$ cat src/rtl/spi_accel_slave.sv
// spi_accel_slave
//   SPI mode-0 responder (MSB first) that emulates a small accelerometer.
//   Command 0x0A starts a write frame, 0x0B a read frame; the next byte is
//   the register address, and following bytes are written to, or read from,
//   consecutive addresses. X/Y/Z samples are snapshotted when cs falls so that
//   a multi-byte read returns one coherent sample set.
// Ports
//   clk, rst_n          system clock, asynchronous active-low reset
//   sclk, cs, mosi      SPI inputs, asynchronous to clk (cs active-low)
//   miso, miso_oe       serial data out and pad output enable
//   x_data/y_data/z_data live sample inputs
//   power_ctl           POWER_CTL register (address 0x2D)
//   measure_en          power_ctl[1:0] == 2'b10
//   soft_rst, cmd_err   one-clock event pulses
//   busy                high while a frame is in progress
module spi_accel_slave #(
   parameter int         SYNC_STAGES  = 2,
   parameter logic [7:0] SOFT_RST_KEY = 8'h52
) (
   input  logic       clk,
   input  logic       rst_n,
   input  logic       sclk,
   input  logic       cs,
   input  logic       mosi,
   output logic       miso,
   output logic       miso_oe,
   input  logic [7:0] x_data,
   input  logic [7:0] y_data,
   input  logic [7:0] z_data,
   output logic [7:0] power_ctl,
   output logic       measure_en,
   output logic       soft_rst,
   output logic       cmd_err,
   output logic       busy
);

   typedef enum logic [2:0] {
      ST_IDLE   = 3'd0,
      ST_CMD    = 3'd1,
      ST_ADDR   = 3'd2,
      ST_WDATA  = 3'd3,
      ST_RDATA  = 3'd4,
      ST_IGNORE = 3'd5
   } state_t;

   // Register map as seen by a read; write-only and unmapped addresses read 0.
   function automatic logic [7:0] read_reg(input logic [7:0] a, input logic [7:0] xs,
                                           input logic [7:0] ys, input logic [7:0] zs,
                                           input logic [7:0] pc);
      logic [7:0] v;
      case (a)
         8'h08:   v = xs;
         8'h09:   v = ys;
         8'h0A:   v = zs;
         8'h2D:   v = pc;
         default: v = 8'h00;
      endcase
      return v;
   endfunction

   logic [SYNC_STAGES-1:0] sclk_sync_q, sclk_sync_d;
   logic [SYNC_STAGES-1:0] cs_sync_q,   cs_sync_d;
   logic [SYNC_STAGES-1:0] mosi_sync_q, mosi_sync_d;
   logic       sclk_prev_q, cs_prev_q;
   state_t     state_q, state_d;
   logic [2:0] bit_cnt_q, bit_cnt_d;
   logic [6:0] shift_in_q, shift_in_d;
   logic [7:0] shift_out_q, shift_out_d;
   logic [7:0] addr_q, addr_d;
   logic       is_read_q, is_read_d;
   logic       first_q, first_d;
   logic [7:0] x_sh_q, x_sh_d, y_sh_q, y_sh_d, z_sh_q, z_sh_d;
   logic [7:0] power_ctl_q, power_ctl_d;
   logic       measure_en_q, measure_en_d;
   logic       soft_rst_q, soft_rst_d;
   logic       cmd_err_q, cmd_err_d;
   logic       busy_q, busy_d;
   logic       miso_q, miso_d;

   logic       sclk_s, cs_s, mosi_s;
   logic       sclk_rise_s, sclk_fall_s, cs_rise_s, cs_fall_s;
   logic [7:0] rx_byte_s;

   assign sclk_s      = sclk_sync_q[SYNC_STAGES-1];
   assign cs_s        = cs_sync_q[SYNC_STAGES-1];
   assign mosi_s      = mosi_sync_q[SYNC_STAGES-1];
   assign sclk_rise_s = sclk_s & ~sclk_prev_q;
   assign sclk_fall_s = ~sclk_s & sclk_prev_q;
   assign cs_rise_s   = cs_s & ~cs_prev_q;
   assign cs_fall_s   = ~cs_s & cs_prev_q;
   assign rx_byte_s   = {shift_in_q, mosi_s};

   // Synchronizer shift chains for the asynchronous SPI pins.
   always_comb begin
      sclk_sync_d = {sclk_sync_q[SYNC_STAGES-2:0], sclk};
      cs_sync_d   = {cs_sync_q[SYNC_STAGES-2:0], cs};
      mosi_sync_d = {mosi_sync_q[SYNC_STAGES-2:0], mosi};
   end

   // Frame FSM, shift registers, register file and event pulses.
   always_comb begin
      state_d     = state_q;
      bit_cnt_d   = bit_cnt_q;
      shift_in_d  = shift_in_q;
      shift_out_d = shift_out_q;
      addr_d      = addr_q;
      is_read_d   = is_read_q;
      first_d     = first_q;
      x_sh_d      = x_sh_q;
      y_sh_d      = y_sh_q;
      z_sh_d      = z_sh_q;
      power_ctl_d = power_ctl_q;
      soft_rst_d  = 1'b0;
      cmd_err_d   = 1'b0;
      busy_d      = busy_q;

      if (state_q == ST_IDLE) begin
         bit_cnt_d = 3'd0;
         if (cs_fall_s) begin
            state_d = ST_CMD;
            busy_d  = 1'b1;
            x_sh_d  = x_data;
            y_sh_d  = y_data;
            z_sh_d  = z_data;
         end else begin
            state_d = ST_IDLE;
         end
      end else begin
         if (sclk_rise_s) begin
            shift_in_d = rx_byte_s[6:0];
            bit_cnt_d  = bit_cnt_q + 3'd1;
            if (bit_cnt_q == 3'd7) begin
               case (state_q)
                  ST_CMD: begin
                     if (rx_byte_s == 8'h0A) begin
                        state_d   = ST_ADDR;
                        is_read_d = 1'b0;
                     end else if (rx_byte_s == 8'h0B) begin
                        state_d   = ST_ADDR;
                        is_read_d = 1'b1;
                     end else begin
                        state_d   = ST_IGNORE;
                        cmd_err_d = 1'b1;
                     end
                  end
                  ST_ADDR: begin
                     addr_d  = rx_byte_s;
                     first_d = 1'b1;
                     state_d = is_read_q ? ST_RDATA : ST_WDATA;
                  end
                  ST_WDATA: begin
                     addr_d = addr_q + 8'd1;
                     if (addr_q == 8'h2D) begin
                        power_ctl_d = rx_byte_s;
                     end else if ((addr_q == 8'h1F) && (rx_byte_s == SOFT_RST_KEY)) begin
                        soft_rst_d  = 1'b1;
                        power_ctl_d = 8'h00;
                     end else begin
                        power_ctl_d = power_ctl_q;
                     end
                  end
                  default: state_d = state_q;
               endcase
            end else begin
               state_d = state_q;
            end
         end else if (sclk_fall_s && (state_q == ST_RDATA)) begin
            // bit_cnt==0 on a fall means a byte boundary: load the next byte so
            // bit7 is already on miso before the following sclk rise.
            if (bit_cnt_q == 3'd0) begin
               if (first_q) begin
                  shift_out_d = read_reg(addr_q, x_sh_q, y_sh_q, z_sh_q, power_ctl_q);
                  first_d     = 1'b0;
               end else begin
                  shift_out_d = read_reg(addr_q + 8'd1, x_sh_q, y_sh_q, z_sh_q, power_ctl_q);
                  addr_d      = addr_q + 8'd1;
               end
            end else begin
               shift_out_d = {shift_out_q[6:0], 1'b0};
            end
         end else begin
            shift_out_d = shift_out_q;
         end

         // Evaluated after the byte logic so a byte ending in the same cycle still commits.
         if (cs_rise_s) begin
            state_d   = ST_IDLE;
            bit_cnt_d = 3'd0;
            busy_d    = 1'b0;
         end else begin
            busy_d    = busy_q;
         end
      end

      measure_en_d = (power_ctl_d[1:0] == 2'b10);
      miso_d       = (state_d == ST_RDATA) ? shift_out_d[7] : 1'b0;
   end

   // State register; cs synchronizer resets low so a cs already low at reset
   // release produces no fall and the frame waits for a fresh cs fall.
   always_ff @(posedge clk or negedge rst_n) begin
      if (!rst_n) begin
         sclk_sync_q  <= '0;
         cs_sync_q    <= '0;
         mosi_sync_q  <= '0;
         sclk_prev_q  <= 1'b0;
         cs_prev_q    <= 1'b0;
         state_q      <= ST_IDLE;
         bit_cnt_q    <= 3'd0;
         shift_in_q   <= 7'd0;
         shift_out_q  <= 8'd0;
         addr_q       <= 8'd0;
         is_read_q    <= 1'b0;
         first_q      <= 1'b0;
         x_sh_q       <= 8'd0;
         y_sh_q       <= 8'd0;
         z_sh_q       <= 8'd0;
         power_ctl_q  <= 8'd0;
         measure_en_q <= 1'b0;
         soft_rst_q   <= 1'b0;
         cmd_err_q    <= 1'b0;
         busy_q       <= 1'b0;
         miso_q       <= 1'b0;
      end else begin
         sclk_sync_q  <= sclk_sync_d;
         cs_sync_q    <= cs_sync_d;
         mosi_sync_q  <= mosi_sync_d;
         sclk_prev_q  <= sclk_s;
         cs_prev_q    <= cs_s;
         state_q      <= state_d;
         bit_cnt_q    <= bit_cnt_d;
         shift_in_q   <= shift_in_d;
         shift_out_q  <= shift_out_d;
         addr_q       <= addr_d;
         is_read_q    <= is_read_d;
         first_q      <= first_d;
         x_sh_q       <= x_sh_d;
         y_sh_q       <= y_sh_d;
         z_sh_q       <= z_sh_d;
         power_ctl_q  <= power_ctl_d;
         measure_en_q <= measure_en_d;
         soft_rst_q   <= soft_rst_d;
         cmd_err_q    <= cmd_err_d;
         busy_q       <= busy_d;
         miso_q       <= miso_d;
      end
   end

   assign miso       = miso_q;
   assign miso_oe    = busy_q;
   assign power_ctl  = power_ctl_q;
   assign measure_en = measure_en_q;
   assign soft_rst   = soft_rst_q;
   assign cmd_err    = cmd_err_q;
   assign busy       = busy_q;

endmodule
$ cat config.mk
export PLATFORM = sky130hd
export DESIGN_NAME = spi_accel_slave
export DESIGN_NICKNAME = d
export VERILOG_FILES = /design/src/rtl/spi_accel_slave.sv
export SDC_FILE = /design/constraint.sdc
export NUM_CORES = 1
export LEC_CHECK = 0
export BUFFER_PORTS_ARGS = -buffer_cell sky130_fd_sc_hd__buf_4
export CAP_MARGIN = 20
export CORE_AREA = 5 5 97 99
export DETAILED_ROUTE_END_ITERATION = 6
export DIE_AREA = 0 0 102 104
export PLACE_DENSITY_LB_ADDON = 0.05
export SETUP_SLACK_MARGIN = 0.1
export SYNTH_ARGS = -nofsm -noshare
export SYNTH_HDL_FRONTEND = slang
export SYNTH_SLANG_ARGS = --single-unit
$ cat constraint.sdc
create_clock -name clk -period 3 [get_ports clk]
set_clock_uncertainty 0.1 [all_clocks]
set_input_delay 0.45 -clock clk [delete_from_list [all_inputs] [get_ports clk]]
set_output_delay 0.45 -clock clk [all_outputs]
set_load 0.05 [all_outputs]
Word-level counts from Yosys, hierarchy flattened
Index checks and enable logic that the tools add are counted.
{ "totals": {"register_bits": 76, "input_bits": 29} }
{ "classes": {"addsub": 2, "eq_ne": 24, "muxes": 54, "bitwise": 10, "n_reduce_logical": 18} }
{ "op_table": {"columns": ["op", "n"], "rows": [
  ["$mux W8", 12],
  ["$eq A8 B4 Y1 const B", 8],
  ["$pmux W8 S4", 2],
  ["$mux W3", 10],
  ["$mux W1", 24],
  ["$eq A8 B6 Y1 const B", 2],
  ["$pmux W8 S2", 1],
  ["$reduce_and A5 Y1", 3],
  ["$reduce_bool A2 Y1", 5],
  ["$eq A3 B3 Y1 const B", 3],
  ["$add A8 B1 Y8 const B", 1],
  ["$eq A8 B5 Y1 const B", 1],
  ["$eq A8 B7 Y1 const B", 1],
  ["$mux W2", 4],
  ["$eq A3 B2 Y1 const B", 2],
  ["$logic_not A3 Y1", 2],
  ["$ne A2 B1 Y1 const B", 3],
  ["$not A1 Y1", 6],
  ["$pmux W3 S2", 1],
  ["$reduce_and A2 Y1", 3],
  ["$reduce_and A6 Y1", 1],
  ["$and A1 B1 Y1", 4],
  ["$add A3 B1 Y3 const B", 1],
  ["$eq A3 B1 Y1 const B", 1],
  ["6 further kinds", 7]
]} }

Logic depth before layout (Yosys ltp)
{ "logic_depth": {"depth_word": 10, "depth_mapped": 10, "ltp_nobuf": 8} }

Worst setup path after synthesis
OpenSTA, ideal clock, no wires.
{ "synth_timing": {"kind": "register -> register", "startpoint": "register addr_q[1]", "endpoint": "register miso_q (netlist: miso)", "setup_time_ns": 0.096, "t_arrival_ns": 1.960, "required_ns": 2.804, "setup_slack_ns": 0.844, "stages_incl_launch_ff": 11, "n_path_buf": 2, "synth_period_minus_slack_ns": 2.156, "path_cell_list": "dfrtp_1 -> inv_1 -> ha_1 -> buf_2 -> nand4_1 -> nor4_1 -> o2bb2a_2 -> clkbuf_1 -> o21ai_1 -> nor3_1 -> nor4_2"} }
{ "synth_between": {"elab_chain_cells": 9, "elab_cells_between_ends": 17, "cone_classes": "1 x add/sub; 8 x eq/ne; 8 x mux"} }
{ "synth_lines": {"columns": ["element", "line_no", "text"], "rows": [
  ["start: declaration", "69", "logic [7:0] addr_q, addr_d;"],
  ["start signal: assignment", "234", "addr_q <= addr_d;"],
  ["$add A8 B1 Y8", "175", "shift_out_d = read_reg(addr_q + 8'd1, x_sh_q, y_sh_q, z_sh_q, power_ctl_q);"],
  ["$eq A8 B6 Y1 or $eq A8 B4 Y1 (tied branches)", "51", "case (a)"],
  ["$pmux W8 S4", "51", null],
  ["$mux W8 (*)", "171", "if (first_q) begin"],
  ["$mux W8 (*)", "170", "if (bit_cnt_q == 3'd0) begin"],
  ["$mux W8 (*)", "167", "end else if (sclk_fall_s && (state_q == ST_RDATA)) begin"],
  ["$mux W8 (*)", "129", "if (sclk_rise_s) begin"],
  ["$mux W8 (*)", "117", "if (state_q == ST_IDLE) begin"],
  ["$mux W1 (*)", "196", "miso_d = (state_d == ST_RDATA) ? shift_out_d[7] : 1'b0;"],
  ["named net miso_d", "78", "logic miso_q, miso_d;"],
  ["end signal: assignment", "245", "miso_q <= miso_d;"],
  ["end: declaration", "78", null]
]} }
The timed path passes the listed nets; every way through them passes the cells marked *.
A chain may end at the register's enable or synchronous reset.

Worst setup path in the final report
{ "layout_timing": {"startpoint": "register addr_q[0]", "endpoint": "register shift_out_q[3]"} }
{ "layout_between": {"elab_chain_cells": 5, "elab_cells_between_ends": 13, "cone_classes": "1 x add/sub; 8 x eq/ne; 4 x mux"} }
{ "layout_lines": {"columns": ["element", "line_no", "text"], "rows": [
  ["$add A8 B1 Y8", "175", null],
  ["$eq A8 B6 Y1 or $eq A8 B4 Y1 (tied branches)", "51", null],
  ["$pmux W8 S4", "51", null],
  ["$mux W8 (*)", "171", null],
  ["$mux W8 (*)", "170", null],
  ["end signal: assignment", "233", "shift_out_q <= shift_out_d;"],
  ["end: declaration", "68", "logic [7:0] shift_out_q, shift_out_d;"]
]} }
Mark *: on every way between the ends. The rest lies on a longest branch, timed or not.

==> run_results.csv <==
group,metric,value,unit
yosys,synth-edff-count,0,
sta,tns,0,ns
sta,worst_slack,0.438,ns
floorplanning,rows,34,
pwr,p_per_area,501,nW/um2
sta,hold_viol_final,0,
yosys,synthArstFlopShare,1.00,
yosys,synth_cell_types,57,
worst_setup_path,crit_required,3.19,ns
clocking,clk_pin_slew,0.09,ns
sta,rsz0062_at_grt,"no",
floorplanning,ios,43,
yosys,ys_ff_latch,76,
yosys,synth_common_cells,"dfrtp_1 (76), nand2_1 (39), a21oi_1 (32), mux2_2 (32), nor2_1 (29)",
yosys,syn_nets,429,
drt,first_iter_violations,195,
worst_setup_path,crit_slowest_cell,"ha_1",
sta,worst_pin_slew,0.929,ns
drt,finalWirelength,9420,um
clocking,cts-resized-gates,0,
drt,drt_pass1_iterations,5,
drt,wire_per_inst,17.6,um
placed_design,dp_hpwl,6730,um
placed_design,place_area,4390,um2
worst_setup_path,critPathLaunchType,"flop",
yosys,synth_area_leaders,"dfrtp_1 (47%), mux2_2 (8.8%), a21oi_1 (3.9%)",
clocking,cts-htree-levels,3,
sta,slew_violations,0,
status,status,"completed",
drt,viasPerCell,5.90,
drt,drc,0,
drt,met1_length,4370,um
drt,wl_met3,441,um
worst_setup_path,rr_worst_depth,6,
flow_run,drv_cap,0,
drt,ant_nets,0,
hold_path,hold_path_depth,1,
yosys,yosysTopAreaCell,"dfrtp_1",
sta,max_freq,390,MHz
floorplanning,core_area,8470,um2
finish,n_antenna_cell,0,
sta,min_period_over_period,0.854,
placed_design,pre_cts_ws,0.483,ns
floorplanning,die_h,104,um
clocking,clock_latency,0.35,ns
floorplanning,die_area,10600,um2
sta,layout_min_cycle_time,2.56,ns
worst_setup_path,cp_top_family,"simple AND/OR/NAND/NOR gates",
yosys,yosysSeqAreaShare,0.466,
global_route,grt_pass1_wl,15600,um
drt,wl_met2,4430,um
pwr,ir_worst_vdd,0.311,mV
finish,drive_above_1_share,0.270,
global_route,antenna_found_initial,0,
drt,highest_layer,"met4",
placed_design,portBuffers,42,
yosys,syn_area_per_cell,10.4,um2
clocking,ctsRootBufferMaster,"clkbuf_8",
clocking,cts_sinks,76,
yosys,syn_inst,392,
worst_setup_path,setup.worst_path.end_class,"flop",
yosys,synth_top_area_share,0.466,
yosys,post-synth-top-count-cell,"dfrtp_1",
yosys,yosysWarningCount,0,
clocking,cts_hold_buf,0,
clocking,cts_tree,"built",
pwr,leakage,0.00197,uW
worst_setup_path,critical_path.max_fanout,18,
yosys,syn-cell-area,4080,um2
global_route,grt_overflow_total,0,
global_route,grt_pass1_vias,3053,
finish,postLayoutCoreUtil,0.546,
clocking,cts_buffers,9,
worst_setup_path,cp_num_buf_inv,1,
yosys,ys.flop_type,"dfrtp_1",
finish,area_delta_synth_final,13.3,%
placed_design,gp_congestion,0.842,
finish,multi_input_comb_area,1960,um2
finish,regArea,1900,um2
sta,setup_viol,0,
hold_path,min_path_type,"in2reg",
floorplanning,initial_core_util,0.482,
floorplanning,die-width,102,um
worst_setup_path,worst_ep_arrival_time,2.75,ns
clocking,postCtsSetupRepairBufs,0,
global_route,track_usage,0.186,
worst_setup_path,path_cells,"inv_1, ha_1, nor3b_1, nand4_1, nor4_4, a221o_1",
worst_setup_path,slowest_delay,0.59,ns
clocking,clockBufferDepth,2,
drt,vias,3149,
finish,final_net_count,458,
worst_setup_path,path_depth,6,
finish,nFillCells,758,
worst_setup_path,crit_type,"reg2reg",
sta,slew_headroom,0.381,
finish,design_area,4620,um2
global_route,grt_max_degree,77,
## registers in the layout, indices dropped and copies added (netlist names), 3 cells and up
name,flops
state_q,3
bit_cnt_q,3
x_sh_q,8
power_ctl,8
shift_in_q,7
z_sh_q,8
shift_out_q,8
addr_q,8
y_sh_q,8
## worst paths after layout
kind	endpoint	slack (ns)	from
setup / recovery	shift_out_q[3]$_DFFE_PN0P_	0.44	addr_q[0]$_DFFE_PN0P_
hold / removal	mosi_sync_q[0]$_DFF_PN0_	0.1	mosi
setup reg to reg	shift_out_q[3]$_DFFE_PN0P_	0.44	addr_q[0]$_DFFE_PN0P_
hold reg to reg	mosi_sync_q[1]$_DFF_PN0_	0.26	mosi_sync_q[0]$_DFF_PN0_
max in group asynchronous	addr_q[1]$_DFFE_PN0P_	2.05	rst_n
min in group asynchronous	state_q[2]$_DFF_PN0_	0.13	rst_n
## area by class of cell
cell class	instances	share of cell area
well taps	108	0.0292
repair buffers	47	0.0763
multi-input cells	274	0.425
clock buffers	9	0.0268
flip-flops and latches	76	0.411
inverters	13	0.0106
clock inverters	7	0.0214
## report_power, final
part | switching [uW] | internal, uW | leakage (uW)
clock | 400 | 474 | 0.000110
sequential | 100 | 1110 | 0.000980
combinational | 102 | 129 | 0.000878
total | 602 | 1710 | 0.00197
## worst reg2reg max path: cells and delay by family (launching register included)
| kind | cells | cell delay [ns] |
|---|---|---|
| and+or+nand+nor | 3 | 0.95 |
| adders and majority gates | 1 | 0.59 |
| DFF | 1 | 0.49 |
| AOI/OAI and AO/OA | 1 | 0.23 |
| buffers and inverters | 1 | 0.14 |
## routing by layer
layer | GRT usage | vias up
met2 | 0.274 | 77
li1 | - | 1506
met4 | 0.0609 | 0
met3 | 0.0436 | 18
met5 | 0 | -
met1 | 0.269 | 1548
## cell usage in the layout, fill, tap and decap left out, drive strengths merged, types with 7 or more instances in the layout
| master | synthesis | final |
|---|---|---|
| nand2 | 39 | 39 |
| inv | 13 | 15 |
| a221o | 7 | 7 |
| nor2 | 30 | 30 |
| a222oi | 16 | 16 |
| nand3 | 9 | 9 |
| a21oi | 34 | 34 |
| ha | 8 | 8 |
| o21ai | 21 | 21 |
| buf | 16 | 47 |
| nand2b | 7 | 7 |
| mux2 | 32 | 32 |
| dfrtp | 76 | 76 |
| clkbuf | 13 | 9 |
| nor3 | 9 | 9 |
| o31ai | 9 | 9 |
## logic make-up after synthesis
kind of cell / count (synthesis) / share of synthesized area
DFF: 76 / 0.466
buffers and inverters: 42 / 0.0530
xor gates and xnor gates: 3 / 0.00644
and+or+nand+nor: 126 / 0.175
AOI/OAI and AO/OA: 101 / 0.177
adders and majority gates: 8 / 0.0245
muxes: 36 / 0.0981
## through the flow
step / power [uW] / std cells / hold WS (ns)
after floorplan: 1350 / 392 / 0.0544
after global placement: 1460 / 517 / 0.231
after detailed placement: 1460 / 517 / 0.240
after CTS: 2340 / 533 / 0.0859
after global routing: 2420 / 534 / 0.0789
final: 2310 / 534 / 0.0969
No activity file was read; power rests on OpenSTA's default activity.
